$ cat src/rtl/i2s_pkg.sv
// rtl/i2s_pkg.sv - shared types and helpers for the I2S transmitter
// to_signed() backs the I2S_UNSIGNED_IN_EN input conversion.
package i2s_pkg;

  localparam int SAMPLE_W_DEF = 16;
  localparam int FRAME_BITS   = 2 * SAMPLE_W_DEF;
  localparam int SAMPLE_W_MAX = 32;

  typedef struct packed {
    logic [SAMPLE_W_DEF-1:0] left;
    logic [SAMPLE_W_DEF-1:0] right;
  } stereo_frame_t;

  // Offset-binary to two's complement: flip the sign bit of a w-bit sample.
  function automatic logic [SAMPLE_W_MAX-1:0] to_signed(input logic [SAMPLE_W_MAX-1:0] s,
                                                         input int unsigned w);
    return s ^ (SAMPLE_W_MAX'(1) << (w - 1));
  endfunction

endpackage

$ cat src/rtl/i2s_clkgen.sv
// rtl/i2s_clkgen.sv - I2S master timing: BCK divider, falling-event strobe, bit counter, LRCK
module i2s_clkgen
  import i2s_pkg::*;
#(
  parameter int SAMPLE_W = SAMPLE_W_DEF,
  parameter int BCK_DIV  = 8
) (
  input  logic clk_sys,
  input  logic reset_n,
  output logic bck,
  output logic lrck,
  output logic fall,
  output logic load
);

  localparam int FB    = 2 * SAMPLE_W;
  localparam int DIV_W = (BCK_DIV > 1) ? $clog2(BCK_DIV) : 1;
  localparam int F_W   = $clog2(FB);

  logic [DIV_W-1:0] div_q, div_d;
  logic             bck_q, bck_d;
  logic [F_W-1:0]   f_q, f_d;
  logic             lrck_q, lrck_d;
  logic             tc;

  always_comb begin
    tc     = (div_q == DIV_W'(BCK_DIV - 1));
    div_d  = tc ? '0 : div_q + 1'b1;
    bck_d  = tc ? ~bck_q : bck_q;
    fall   = tc && bck_q;
    load   = fall && (f_q == F_W'(FB - 1));
    f_d    = f_q;
    lrck_d = lrck_q;
    if (fall) begin
      f_d    = load ? '0 : f_q + 1'b1;
      lrck_d = (f_d >= F_W'(SAMPLE_W));
    end
  end

  // f resets to the last slot so the first falling event is a frame load.
  always_ff @(posedge clk_sys or negedge reset_n) begin
    if (!reset_n) begin
      div_q  <= '0;
      bck_q  <= 1'b0;
      f_q    <= F_W'(FB - 1);
      lrck_q <= 1'b0;
    end else begin
      div_q  <= div_d;
      bck_q  <= bck_d;
      f_q    <= f_d;
      lrck_q <= lrck_d;
    end
  end

  assign bck  = bck_q;
  assign lrck = lrck_q;

endmodule

$ cat src/rtl/i2s_audio_tx.sv
// rtl/i2s_audio_tx.sv - stereo PCM to I2S serialiser with one-entry holding buffer
// Define I2S_UNSIGNED_IN_EN to accept offset-binary samples.
module i2s_audio_tx
  import i2s_pkg::*;
#(
  parameter int SAMPLE_W = SAMPLE_W_DEF,
  parameter int BCK_DIV  = 8
) (
  input  logic                clk_sys,
  input  logic                reset_n,
  input  logic [SAMPLE_W-1:0] in_left,
  input  logic [SAMPLE_W-1:0] in_right,
  input  logic                in_valid,
  output logic                in_ready,
  output logic                i2s_bck,
  output logic                i2s_lrck,
  output logic                i2s_data,
  output logic                frame_start,
  output logic                underrun
);

  localparam int FB = 2 * SAMPLE_W;

  logic fall, load;

  i2s_clkgen #(
    .SAMPLE_W(SAMPLE_W),
    .BCK_DIV (BCK_DIV)
  ) u_clkgen (
    .clk_sys(clk_sys),
    .reset_n(reset_n),
    .bck    (i2s_bck),
    .lrck   (i2s_lrck),
    .fall   (fall),
    .load   (load)
  );

  logic [SAMPLE_W-1:0] cap_left, cap_right;

`ifdef I2S_UNSIGNED_IN_EN
  assign cap_left  = SAMPLE_W'(to_signed(SAMPLE_W_MAX'(in_left), SAMPLE_W));
  assign cap_right = SAMPLE_W'(to_signed(SAMPLE_W_MAX'(in_right), SAMPLE_W));
`else
  assign cap_left  = in_left;
  assign cap_right = in_right;
`endif

  logic [FB-1:0] buf_q, buf_d;
  logic [FB-1:0] last_q, last_d;
  logic [FB-1:0] shift_q, shift_d;
  logic          full_q, full_d;
  logic          ready_q, ready_d;
  logic          data_q, data_d;
  logic          fs_q, fs_d;
  logic          uf_q, uf_d;
  logic          accept;

  always_comb begin
    accept  = in_valid && ready_q;
    buf_d   = buf_q;
    last_d  = last_q;
    shift_d = shift_q;
    full_d  = full_q;
    data_d  = data_q;
    fs_d    = load;
    uf_d    = load && !full_q;
    // The bit left at the top of the shifter is the previous frame's LSB.
    if (fall) begin
      data_d  = shift_q[FB-1];
      shift_d = {shift_q[FB-2:0], 1'b0};
    end
    if (load) begin
      if (full_q) begin
        shift_d = buf_q;
        last_d  = buf_q;
        full_d  = 1'b0;
      end else begin
        shift_d = last_q;
      end
    end
    // accept only happens with full_q low, so it never collides with a buffer drain.
    if (accept) begin
      buf_d  = {cap_left, cap_right};
      full_d = 1'b1;
    end
    ready_d = ~full_d;
  end

  always_ff @(posedge clk_sys or negedge reset_n) begin
    if (!reset_n) begin
      buf_q   <= '0;
      last_q  <= '0;
      shift_q <= '0;
      full_q  <= 1'b0;
      ready_q <= 1'b1;
      data_q  <= 1'b0;
      fs_q    <= 1'b0;
      uf_q    <= 1'b0;
    end else begin
      buf_q   <= buf_d;
      last_q  <= last_d;
      shift_q <= shift_d;
      full_q  <= full_d;
      ready_q <= ready_d;
      data_q  <= data_d;
      fs_q    <= fs_d;
      uf_q    <= uf_d;
    end
  end

  assign in_ready    = ready_q;
  assign i2s_data    = data_q;
  assign frame_start = fs_q;
  assign underrun    = uf_q;

endmodule

$ cat config.mk
export PLATFORM = sky130hd
export DESIGN_NAME = i2s_audio_tx
export DESIGN_NICKNAME = d
export VERILOG_FILES = /design/src/rtl/i2s_pkg.sv /design/src/rtl/i2s_clkgen.sv /design/src/rtl/i2s_audio_tx.sv
export SDC_FILE = /design/constraint.sdc
export NUM_CORES = 1
export LEC_CHECK = 0
export ABC_AREA = 1
export BUFFER_PORTS_ARGS = -buffer_cell sky130_fd_sc_hd__buf_2
export CELL_PAD_IN_SITES_DETAIL_PLACEMENT = 1
export CELL_PAD_IN_SITES_GLOBAL_PLACEMENT = 2
export CORE_UTILIZATION = 30
export CTS_CLUSTER_DIAMETER = 40
export DETAILED_ROUTE_END_ITERATION = 8
export PLACE_DENSITY = 0.77
export SLEW_MARGIN = 20
export SYNTH_ARGS = -nofsm -noshare
export SYNTH_HDL_FRONTEND = slang
export SYNTH_HIERARCHICAL = 1
export SYNTH_SLANG_ARGS = --single-unit
export TNS_END_PERCENT = 1
$ cat constraint.sdc
create_clock -name clk_sys -period 2.79 [get_ports clk_sys]
set_clock_uncertainty 0.15 [all_clocks]
set_input_delay 0.1395 -clock clk_sys [delete_from_list [all_inputs] [get_ports clk_sys]]
set_output_delay 0.1395 -clock clk_sys [all_outputs]
set_load 0.05 [all_outputs]
==> key figures <==
Status
  – Run status: finished clean

Finish
  – Most used cells in the layout excluding fill and tap cells: dfrtp_1 (105), nand2_1 (82), inv_1 (71)
  – NumNets Final: 644
  – Share of post-route cells with drive strength above 1: 0.146
  – Number of diodes: 0
  – Leading cell type in the layout, fill and taps excluded: dfrtp_1
  – Area growth, synth to finish: 19.4%

Global routing
  – Global-route wire length before repair: approximately 18000 µm
  – Global-route total usage across every layer: 0.141
  – Largest net degree at the start of global routing: 57
  – Via count of the first global-routing pass: 3846
  – Sum of overflow across all layers after global routing: 0
  – Antenna violations before repair: 0

Run
  – Total of max-cap violations: 0

Power
  – Static leakage: 2.80 nW
  – Pwr/cell area: 517 mW/mm²
  – Reported net switching power: 0.605 mW
  – Fraction of power spent switching nets: 0.203
  – Peak ir drop on the vdd network: 0.292 mV
  – Int Pwr: about 2.4 mW
  – Part of the total power dissipated in sequential elements: 0.540
  – Combinational Power Share: 0.031
  – Proportion of power drawn by the clock network: 0.429

Logic synthesis
  – Cell types occupying the most area after synthesis: dfrtp_1 (54%), nand2_1 (6.5%), o21ai_0 (6.0%)
  – Number of distinct standard cells referenced by the synthesized netlist: 23
  – Post-Synth Simple-Gate Area: 0.163
  – Cell accounting for the most synthesized area: dfrtp_1
  – Dominant combinational cell family by area after synthesis: simple AND/OR/NAND/NOR gates
  – Post-synthesis cell count: 543
  – Mux share of post-synthesis cell area: 0
  – Proportion of netlist area held by the largest area contributor: 0.545
  – Avg Inst Size Synth: 8.89 µm²
  – Syn nets: 582
  – Share of synthesized cell area in full adder, half adder and majority cells: 0.0104
  – Number of register bits inferred by synthesis: 111
  – Area fraction in compound gates after synthesis: 0.144
  – Synth Cell Area: 0.00482 mm²
  – Xor/xnor cell area share of the yosys netlist: 0
  – Synthesis Warnings: 6
  – Sequential cell area fraction in the yosys report: 0.577

CTS
  – Clk sink count: 111
  – Deepest clock path buffer count: 2
  – Post-CTS setup buffers: 0
  – Number of CTS-inserted buffers: 9
  – Resized Gates After CTS: 0
  – Quantity of hold-fixing buffers added after cts: 33
  – CTS Root Cell: clkbuf_16
  – TritonCTS clock tree: yes
  – Maximum level of the CTS H-tree: 3
  – Clock latency on the worst-skew pair: 0.35 ns
  – Clock-pin slew of the registers on the worst-case setup and hold paths: 0.07 ns

Setup path
  – Data required time of the worst path: 2.87 ns
  – Buffering stage count on the worst path with inverters included: 3
  – Worst path max stage delay: approximately 0.38 ns
  – Critical path data arrival time: 2.33 ns
  – Critical Path Sink Type: flop
  – Type of the worst setup path: flop to flop
  – CP max-delay cell: dfrtp_1
  – Cell-by-cell trace of the critical path: ha_1, ha_1, nand2_4, clkinv_2, nand2_1, inv_2, inv_6, nand2_4, nor2_1, a21oi_2
  – Cell type group with the largest total delay on the critical path: simple AND/OR/NAND/NOR gates
  – Largest fanout on the critical path: 36
  – Launching element type of the critical path: flop

Route
  – Number of iterations in the first detailed-routing pass: 4
  – Via density per instance: 4.47
  – Routed wire length: ~10000 µm
  – Post-route antenna net violation count: 0
  – Total DRC errors in the routed layout: 0
  – Iteration-0 DRC count of the detailed router: 177
  – Wire length per cell after detailed routing: 12.6 µm
  – Total via count in the routed design: 3671

STA
  – Fin crit share: 0.809
  – Number of setup violations in the final report: 0
  – RSZ-0062 raised after global routing: no
  – Worst max-slew margin expressed relative to the limit: 0.517
  – Min Clock Period, post-route: around 2.3 ns
  – Fin. max-slew vios: 0
  – Fin Setup TNS: 0 ns
  – Worst-case setup margin in the final layout: 0.534 ns
  – Final hold viol count: 0
  – Transition at the pin with the smallest max-transition slack: 0.724 ns
  – Fmax: 443 MHz

Die
  – Placeable Area: 0.0154 mm²
  – Chip Width: 129 µm
  – Y dimension of the die: 129 µm
  – Effective utilization at floorplan: 0.313
  – Boundary Pins: 41
  – Total Die Area: between 0.015 and 0.02 mm²
  – FP Rows: 45

Placed design
  – Post-DP HPWL: just under 7000 µm
  – Global placement routability congestion: ~0.71
  – Pre-CTS worst setup slack: roughly 0.5 ns
  – Number of buffer cells added on primary ports: 40

Worst hold path
  – HP Class: input pin to flop
-- Yosys cell counts --
library cell / count
inv_2: 1
buf_4: 15
buf_6: 5
clkbuf_1: 4
a21oi_2: 10
nor2_1: 70
buf_2: 6
inv_6: 1
a21oi_1: 56
dfrtp_1: 105
nand3_1: 34
nand2_4: 2
inv_4: 1
ha_1: 4
nand2_1: 83
nor2_4: 1
dfstp_2: 6
o21ai_1: 6
clkinv_2: 1
o21ai_0: 58
nor2_2: 1
o21ai_2: 1
inv_1: 72
-- final cells by class --
cell class	instances	area (µm²)
inverter	76	294
multi-input combinational	326	1530
clock inverter	4	45.0
clock buffer	12	246
tap	211	264
sequential	111	2790
timing repair buffer	81	593
fill	1845	9670
-- logic make-up (layout without fill, tap and decap cells) --
family | after synthesis | in the layout
DFF | 111 | 111
and+or+nand+nor | 191 | 191
buffers and inverters | 106 | 173
AOI/OAI and AO/OA | 131 | 131
adders and majority gates | 4 | 4
-- sequential cells by signal, summed over array words and instances, names as in the netlist --
| signal | count |
|---|---|
| underrun | 1 |
| i2s_data | 1 |
| frame_start | 1 |
| shift_q | 32 |
| in_ready | 1 |
| u_clkgen/bck | 1 |
| u_clkgen/f_q | 5 |
| buf_q | 32 |
| u_clkgen/div_q | 3 |
| full_q | 1 |
| last_q | 32 |
| u_clkgen/lrck | 1 |
-- per-layer routing --
| layer | up-vias | wire length (µm) | track usage |
|---|---|---|---|
| li1 | 1839 | - | - |
| met1 | 1786 | 5190 | 0.186 |
| met2 | 35 | 4780 | 0.231 |
| met3 | 11 | 197 | 0.0204 |
| met4 | 0 | 174 | 0.0581 |
| met5 | - | 0 | 0 |
-- worst reg2reg max path, delay by kind of cell, from the launching register on --
family / cells / cell delay (ns)
simple gates: 4 / 0.72
compound gates: 1 / 0.05
buf+inv: 3 / 0.41
fa+ha+maj: 2 / 0.44
flops: 1 / 0.38
-- path summary, 6_finish.rpt --
path                                         from  slack, ns                end  depth (start not counted)
worst max register to register  u_clkgen/div_q[0]       0.53        shift_q[14]                         10
worst min-delay path                     in_valid       0.17           buf_q[1]                          4
worst min register to register  u_clkgen/div_q[0]       0.29  u_clkgen/div_q[0]                          1
min in group asynchronous                 reset_n       0.25          buf_q[10]                          2
worst max-delay path            u_clkgen/div_q[0]       0.53        shift_q[14]                         10
max in group asynchronous                 reset_n       1.37    u_clkgen/f_q[0]                          3
-- power groups by stage --
stage               sequential, mW  clock, mW  combinational, mW
finish                        1.61       1.28             0.0934
global route                  1.61       1.40              0.106
CTS                           1.61       1.33             0.0966
detailed placement            1.64          0             0.0612
global placement              1.64          0             0.0597
floorplan                     1.64          0           0.000244
-- through the flow --
| stage | hold slack [ns] | total power, mW | cells | utilization | instance area, µm² |
|---|---|---|---|---|---|
| floorplan | -0.306 | 1.64 | 543 | - | 4820 |
| global placement | 0.0926 | 1.70 | 772 | 0.333 | 5140 |
| detailed placement | 0.102 | 1.70 | 772 | 0.333 | 5140 |
| CTS | 0.181 | 3.04 | 821 | 0.373 | 5760 |
| global route | 0.231 | 3.11 | 821 | 0.373 | 5760 |
| finish | 0.173 | 2.98 | 821 | 0.373 | 5760 |
(Power assumes the default switching activity.)
